--- config.mk ---
export PLATFORM = sky130hd
export DESIGN_NAME = led_game_controller
export DESIGN_NICKNAME = d
export VERILOG_FILES = /design/src/rtl/led_game_controller.sv
export SDC_FILE = /design/constraint.sdc
export NUM_CORES = 1
export LEC_CHECK = 0
export BUFFER_PORTS_ARGS = -buffer_cell sky130_fd_sc_hd__buf_2
export CAP_MARGIN = 20
export CORE_UTILIZATION = 50
export CTS_BUF_LIST = sky130_fd_sc_hd__clkbuf_4
export DETAILED_ROUTE_END_ITERATION = 10
export PLACE_DENSITY = 0.69
export SYNTH_ARGS = -nofsm -noshare
export SYNTH_HDL_FRONTEND = slang
export SYNTH_SLANG_ARGS = --single-unit
export TNS_END_PERCENT = 10
--- constraint.sdc ---
create_clock -name clk_100mhz -period 2.3 [get_ports clk_100mhz]
set_input_delay 0.345 -clock clk_100mhz [delete_from_list [all_inputs] [get_ports clk_100mhz]]
set_output_delay 0.345 -clock clk_100mhz [all_outputs]
set_load 0.05 [all_outputs]
--- src/rtl/led_game_controller.sv ---
// Round sequencer for the 8-LED catch game: player movement,
// target spawn, round timer, score and miss tracking.
module led_game_controller #(
    parameter int unsigned TICK_DIV    = 100000000,
    parameter int unsigned ROUND_TICKS = 5,
    parameter int unsigned WIN_SCORE   = 9,
    parameter int unsigned MAX_MISSES  = 3,
    parameter logic [7:0]  LFSR_SEED   = 8'hA5
) (
    input  logic       clk_100mhz,
    input  logic       reset,
    input  logic       btn_enter,
    input  logic       btn_left,
    input  logic       btn_right,
    output logic [7:0] player_led,
    output logic [7:0] target_led,
    output logic [3:0] score,
    output logic [1:0] misses,
    output logic [3:0] round_time,
    output logic [2:0] state,
    output logic       hit_pulse,
    output logic       game_over
);

    typedef enum logic [2:0] {
        S_IDLE  = 3'd0,
        S_SPAWN = 3'd1,
        S_PLAY  = 3'd2,
        S_HIT   = 3'd3,
        S_MISS  = 3'd4,
        S_WIN   = 3'd5,
        S_LOSE  = 3'd6
    } state_t;

    localparam int CW = (TICK_DIV > 1) ? $clog2(TICK_DIV) : 1;
    localparam logic [CW-1:0] TICK_LAST = CW'(TICK_DIV - 1);
    localparam logic [3:0] RT_INIT = 4'(ROUND_TICKS);
    localparam logic [3:0] WIN_VAL = 4'(WIN_SCORE);
    localparam logic [1:0] MISS_MAX = 2'(MAX_MISSES);

    state_t        st;
    logic [7:0]    lfsr;
    logic [CW-1:0] tick_cnt;
    logic          enter_q;
    logic          left_q;
    logic          right_q;

    logic          enter_rise;
    logic          left_rise;
    logic          right_rise;
    logic          tick;
    logic [2:0]    player_idx;
    logic [2:0]    spawn_idx;
    logic          lfsr_fb;

    assign state = st;

    // Edge detect, tick strobe, LFSR feedback and spawn slot selection
    always_comb begin
        enter_rise = btn_enter & ~enter_q;
        left_rise  = btn_left & ~left_q;
        right_rise = btn_right & ~right_q;
        tick       = (tick_cnt == TICK_LAST);
        lfsr_fb    = lfsr[7] ^ lfsr[5] ^ lfsr[4] ^ lfsr[3];
        player_idx = 3'd0;
        for (int i = 0; i < 8; i++) begin
            if (player_led[i]) begin
                player_idx = 3'(i);
            end
        end
        // Never spawn on top of the player: push it to the far side
        if (lfsr[2:0] == player_idx) begin
            spawn_idx = lfsr[2:0] + 3'd4;
        end else begin
            spawn_idx = lfsr[2:0];
        end
    end

    // Button history and free-running LFSR
    always_ff @(posedge clk_100mhz) begin
        if (reset) begin
            enter_q <= 1'b0;
            left_q  <= 1'b0;
            right_q <= 1'b0;
            lfsr    <= LFSR_SEED;
        end else begin
            enter_q <= btn_enter;
            left_q  <= btn_left;
            right_q <= btn_right;
            lfsr    <= {lfsr[6:0], lfsr_fb};
        end
    end

    // Round flow FSM with all game outputs registered
    always_ff @(posedge clk_100mhz) begin
        if (reset) begin
            st         <= S_IDLE;
            player_led <= 8'h01;
            target_led <= 8'h00;
            score      <= 4'd0;
            misses     <= 2'd0;
            round_time <= 4'd0;
            hit_pulse  <= 1'b0;
            game_over  <= 1'b0;
            tick_cnt   <= '0;
        end else begin
            hit_pulse <= 1'b0;
            unique case (st)
                S_IDLE: begin
                    if (enter_rise) begin
                        st     <= S_SPAWN;
                        score  <= 4'd0;
                        misses <= 2'd0;
                    end
                end
                S_SPAWN: begin
                    target_led <= 8'h01 << spawn_idx;
                    round_time <= RT_INIT;
                    tick_cnt   <= '0;
                    st         <= S_PLAY;
                end
                S_PLAY: begin
                    if (left_rise && !right_rise && player_led != 8'h80) begin
                        player_led <= player_led << 1;
                    end else if (right_rise && !left_rise
                                 && player_led != 8'h01) begin
                        player_led <= player_led >> 1;
                    end
                    tick_cnt <= tick ? '0 : tick_cnt + CW'(1);
                    if (tick) begin
                        round_time <= round_time - 4'd1;
                    end
                    // A hit takes priority over an expiring round
                    if (player_led == target_led) begin
                        st         <= S_HIT;
                        hit_pulse  <= 1'b1;
                        score      <= score + 4'd1;
                        target_led <= 8'h00;
                    end else if (tick && round_time == 4'd1) begin
                        st         <= S_MISS;
                        misses     <= misses + 2'd1;
                        target_led <= 8'h00;
                    end
                end
                S_HIT: begin
                    if (score == WIN_VAL) begin
                        st        <= S_WIN;
                        game_over <= 1'b1;
                    end else begin
                        st <= S_SPAWN;
                    end
                end
                S_MISS: begin
                    if (misses == MISS_MAX) begin
                        st        <= S_LOSE;
                        game_over <= 1'b1;
                    end else begin
                        st <= S_SPAWN;
                    end
                end
                S_WIN, S_LOSE: begin
                    target_led <= 8'h00;
                    if (enter_rise) begin
                        st        <= S_SPAWN;
                        score     <= 4'd0;
                        misses    <= 2'd0;
                        game_over <= 1'b0;
                    end
                end
                default: begin
                    st <= S_IDLE;
                end
            endcase
        end
    end

endmodule
# [After elaboration in Yosys (flattened, before gate mapping)]
# Cells that the tools add are included.
[totals] latchBits=0 out_inout_bits=31 wordCells=110 mem_bits_rw=0 mem_count=0 reg_bits=69 rom_bits=0 input_bits=5
[classes] reduce_logical=23 n_shift=1 addsub=5 magnitude_cmp=0 multipliers=0 mux=35 bitwise=10 div=0 eq_ne=23
[ops] operator="$pmux 27 s2" n=1
[ops] operator="$mux 8" n=4
[ops] operator="$mux 3" n=10
[ops] operator="$add 27x1->27 const B" n=1
[ops] operator="$eq 27x27->1 const B" n=1
[ops] operator="$mux 27" n=1
[ops] operator="$pmux 8 s3" n=1
[ops] operator="$pmux 4 s2" n=2
[ops] operator="$pmux 3 s5" n=1
[ops] operator="$ne 2x2->1 const B" n=7
[ops] operator="$mux 4" n=3
[ops] operator="$mux 2" n=5
[ops] operator="$eq 3x3->1 const B" n=3
[ops] operator="$eq 8x8->1" n=1
[ops] operator="$ne 8x1->1 const B" n=1
[ops] operator="$ne 8x8->1 const B" n=1
[ops] operator="$reduce_and 2->1" n=4
[ops] operator="$reduce_and 4->1" n=2
[ops] operator="$shl 1x3->8 const A" n=1
[ops] operator="$eq 3x2->1 const B" n=2
[ops] operator="$reduce_bool 2->1" n=3
[ops] operator="$reduce_bool 3->1" n=2
[ops] operator="$logic_and 1x1->1" n=5
[ops] operator="$mux 1" n=5
[ops] operator="21 further kinds" n=30

# [Longest topological paths before layout]
[logic_depth] word_depth=11 ltp_mapped=9 ltp_nobuf=8

# [Worst setup path after synthesis]
# OpenSTA, ideal clock, no wires.
[synth_timing] path_kind="reg-to-reg" from="register round_time[0]" to="register misses[0]" arrival_ps=2140 stages_incl_launch_ff=7 synth_period_minus_slack_ps=2207 path_buffers=0 slack_ps=93 required_ps=2233 setup_time_ps=67 cell_sequence="dfxtp_1 -> ha_1 -> or4b_4 -> nor4_4 -> nand3_2 -> or2_1 -> a21oi_2"
[synth_between] elab_chain_len=4
[synth_rtl] element="start, declared" line="19" text="output logic [3:0] round_time,"
[synth_rtl] element="start signal, assigned" line="131" text="round_time <= round_time - 4'd1;"
[synth_rtl] element="$eq 4x1->1" line="139" text="end else if (tick && round_time == 4'd1) begin"
[synth_rtl] element="$logic_and 1x1->1" line="139"
[synth_rtl] element="$ne 2x2->1 (no line)"
[synth_rtl] element="$reduce_and 4->1 (no line)"
[synth_rtl] element="end signal, assigned" line="141" text="misses <= misses + 2'd1;"
[synth_rtl] element="end, declared" line="18" text="output logic [1:0] misses,"
# Every way passes these cells.
# A chain may end at the register's enable or synchronous reset.

# [Worst setup path in the final report]
[layout_timing] from="register tick_cnt[0]" to="register st[1] (netlist: state[1])"
[layout_between] elab_chain_len=4
[layout_rtl] element="start, declared" line="43" text="logic [CW-1:0] tick_cnt;"
[layout_rtl] element="start signal, assigned" line="129" text="tick_cnt <= tick ? '0 : tick_cnt + CW'(1);"
[layout_rtl] element="$eq 27x27->1" line="63" text="tick = (tick_cnt == TICK_LAST);"
[layout_rtl] element="$logic_and 1x1->1" line="139"
[layout_rtl] element="$ne 3x3->1 (no line)"
[layout_rtl] element="$reduce_and 2->1 (no line)"
[layout_rtl] element="end signal, assigned" line="140" text="st <= S_MISS;"
[layout_rtl] element="end signal, assigned" line="147" text="st <= S_WIN;"
[layout_rtl] element="end signal, assigned" line="150" text="st <= S_SPAWN;"
[layout_rtl] element="end, declared" line="41" text="state_t st;"
# Every way passes these cells.

==> results.ini <==
[run]
cap_violations = 0

[drt]
wl_met3_um = 335
dr.max_layer_used = met4
num_vias = 3372
ant_nets = 0
wl_per_cell_um = 15.13
viasPerCell = 5.744
drt_iter0_drc = 173
routed_wl_mm = 8.884
wl_met2_mm = 4.380
first_pass_iters = 4
wl_met1_mm = 4.057
post-route-drc-count = 0

[run_status]
status = completed

[floorplan]
start_util_pct = 53.17
pin_count = 36
dieArea_um2 = 7733
row_count = 30
core_area_um2 = 6944
die_h_um = 87.94
die_w_um = 87.94

[sta]
setup_viol = 0
hold_viol = 0
worst_slack_ns = 0.2019
period_needed_ns = 2.098
rsz0062_at_grt = no
slew_viol_final = 0
clock-skew-final_ns = 0.01630
fmax_mhz = 476.6
worst_pin_slew_ns = 0.6107
period_share_pct = 91.22
fin_tns_setup_ns = 0
slew_headroom_pct = 58.86

[finish]
syn_to_final_growth_pct = 12.57
layout_commonest_cell = dfxtp_1
finalNetCount = 497
design_area_um2 = 4156
layout-drive-gt1-share_pct = 19.55
diodes = 0
nFillCells = 662
final_cell_mix = 69 x dfxtp_1, 46 x nor2_1, 42 x nand2_1

[worst_setup_path]
crit_fanout = 9
arrival_ns = 2.42
critPathMaxStageDelay_ns = 0.40
crit_type = flip-flop to flip-flop
path_delay_family = simple AND/OR/NAND/NOR gates
cp-start-kind = flip-flop
worstPathCellList = ha_1 > and4_1 > nand2_2 > nor4_2 > o21ai_0 > o311a_1
critical_path_required_ns = 2.62
cp_num_buf_inv = 0
end_kind = flip-flop
crit_path_top_delay_cell = dfxtp_1

[cts]
clk_latency_ns = 0.42
clockBufferDepth = 2
post_cts_buffers = 0
clk_pin_slew_ns = 0.11
cts_tree = done
h-tree-depth = 3
cts_made_buffers = 9
cts.sinks = 69
root_buffer = clkbuf_4

[place]
place_ws_ns = 0.2260
port-buffer-count = 35
finalWeightedCongestion = 0.8876
postPlaceCellArea_um2 = 3993
dp_hpwl_mm = 6.360

[synth]
syn_avg_cell_area_um2 = 8.260
yosysSeqAreaShare_pct = 37.41
synth_top_flop_cell = dfxtp_1
synth.largest_area_cell = dfxtp_1
synth_seq_cells = 69
yosys_warnings = 0
synth_edf_count = 0
synth.distinct_cells = 71
synth_area_um2 = 3692
synth_nets = 458
synth_top_area_share_pct = 37.41
yosys-top-cells-area = dfxtp_1 37%, o21ai_0 5.0%, nor2_1 4.7%
async_flop_share_pct = 0
syn_inst = 447

[grt]
grt_usage_pct = 24.82
grt_max_degree = 28
grt_pass1_wl_mm = 14.70
grt_pass1_vias = 3058
grt_remaining_overflow = 0
grt_antenna_before_repair = 0

[power]
powerDensity_nw_per_um2 = 902.5
ir_drop_uv = 472.7
leakage_uw = 0.001656

[hold_path]
hold_class = primary input to flip-flop

[power by group]
group          internal [uW]  switching, uW  leakage, uW  total (uW)
Clock                    433            443    0.0000732         876
Sequential              1290            148     0.000561        1430
Combinational            487            954      0.00102        1440
Total                   2210           1550      0.00166        3750
[registers in the layout (all words and copies together), names as in the netlist]
register / flops
misses: 2
game_over: 1
right_q: 1
state: 3
lfsr: 8
left_q: 1
round_time: 4
target_led: 8
player_led: 8
hit_pulse: 1
enter_q: 1
score: 4
tick_cnt: 27
[path summary, 6_finish.rpt]
kind,start,endpoint,slack (ns),depth (start not counted)
worst max register to register,tick_cnt[0]$_SDFFE_PP0P_,state[1]$_SDFFE_PP0P_,0.20,6
worst min register to register,lfsr[6]$_SDFF_PP0_,lfsr[7]$_SDFF_PP1_,0.41,1
worst min-delay path,btn_right,right_q$_SDFF_PP0_,0.15,2
worst max-delay path,tick_cnt[0]$_SDFFE_PP0P_,state[1]$_SDFFE_PP0P_,0.20,6
[what timing repair did]
action	CTS	global route
setup endpoints to repair	0	1
gates resized for setup	0	1
hold buffers	0	0
[per-layer routing]
layer  GRT usage [%]  up-vias
li1                -     1709
met1           31.34     1581
met2           40.73       72
met3           4.901       10
met4           11.62        0
met5               0        -
[cell usage after synthesis (2+ instances only)]
library cell	instances
a211oi_1	8
a21o_1	2
a21oi_1	29
a21oi_2	2
a22oi_1	2
a311oi_1	3
a31oi_1	7
a41oi_1	2
and3_1	6
and4_1	4
buf_1	2
buf_2	8
buf_4	6
clkbuf_1	9
dfxtp_1	69
ha_1	6
inv_1	9
mux2i_1	7
nand2_1	42
nand2b_1	3
nand3_1	22
nand3b_1	2
nand4_1	7
nor2_1	46
nor2_2	2
nor2b_1	9
nor3_1	10
nor3_2	4
nor3b_1	2
nor4_1	4
nor4b_1	2
o211a_1	2
o211ai_2	2
o21ai_0	37
o21ai_1	6
o22ai_1	2
o31ai_1	5
o41ai_1	2
or2_2	5
or3_1	4
xnor2_1	3
xor2_1	14
[metrics by stage]
stage / power (uW) / cells / utilization [%] / hold slack, ns
6_report: 3751 / 587 / 59.86 / 0.1512
5_1_grt: 3973 / 587 / 59.86 / 0.1421
4_1_cts: 3771 / 587 / 59.77 / 0.1241
3_5_place_dp: 2890 / 571 / 57.50 / 0.3948
3_3_place_gp: 2860 / 571 / 57.50 / 0.3981
2_1_floorplan: 2484 / 447 / - / 0.3895
[kinds of logic after synthesis]
group	Yosys count	synth area share (%)
adder cells (fa/ha/maj)	7	2.304
multiplexers	7	1.898
flip-flops	69	37.41
AO/OA/AOI/OAI	124	21.99
buffers and inverters	35	4.642
XOR/XNOR	17	4.033
AND/OR/NAND/NOR	188	27.72
[area by class of cell]
type / instances / area, um2 / share of cell area, %
flip-flops and latches: 69 / 1381 / 33.23
multi-input cells: 343 / 2146 / 51.63
repair buffers: 54 / 317.8 / 7.646
well taps: 96 / 120.1 / 2.890
clock inverters: 7 / 90.09 / 2.167
inverters: 9 / 33.78 / 0.8128
clock buffers: 9 / 67.56 / 1.626
Note: power is estimated with default switching activity, not from simulation.
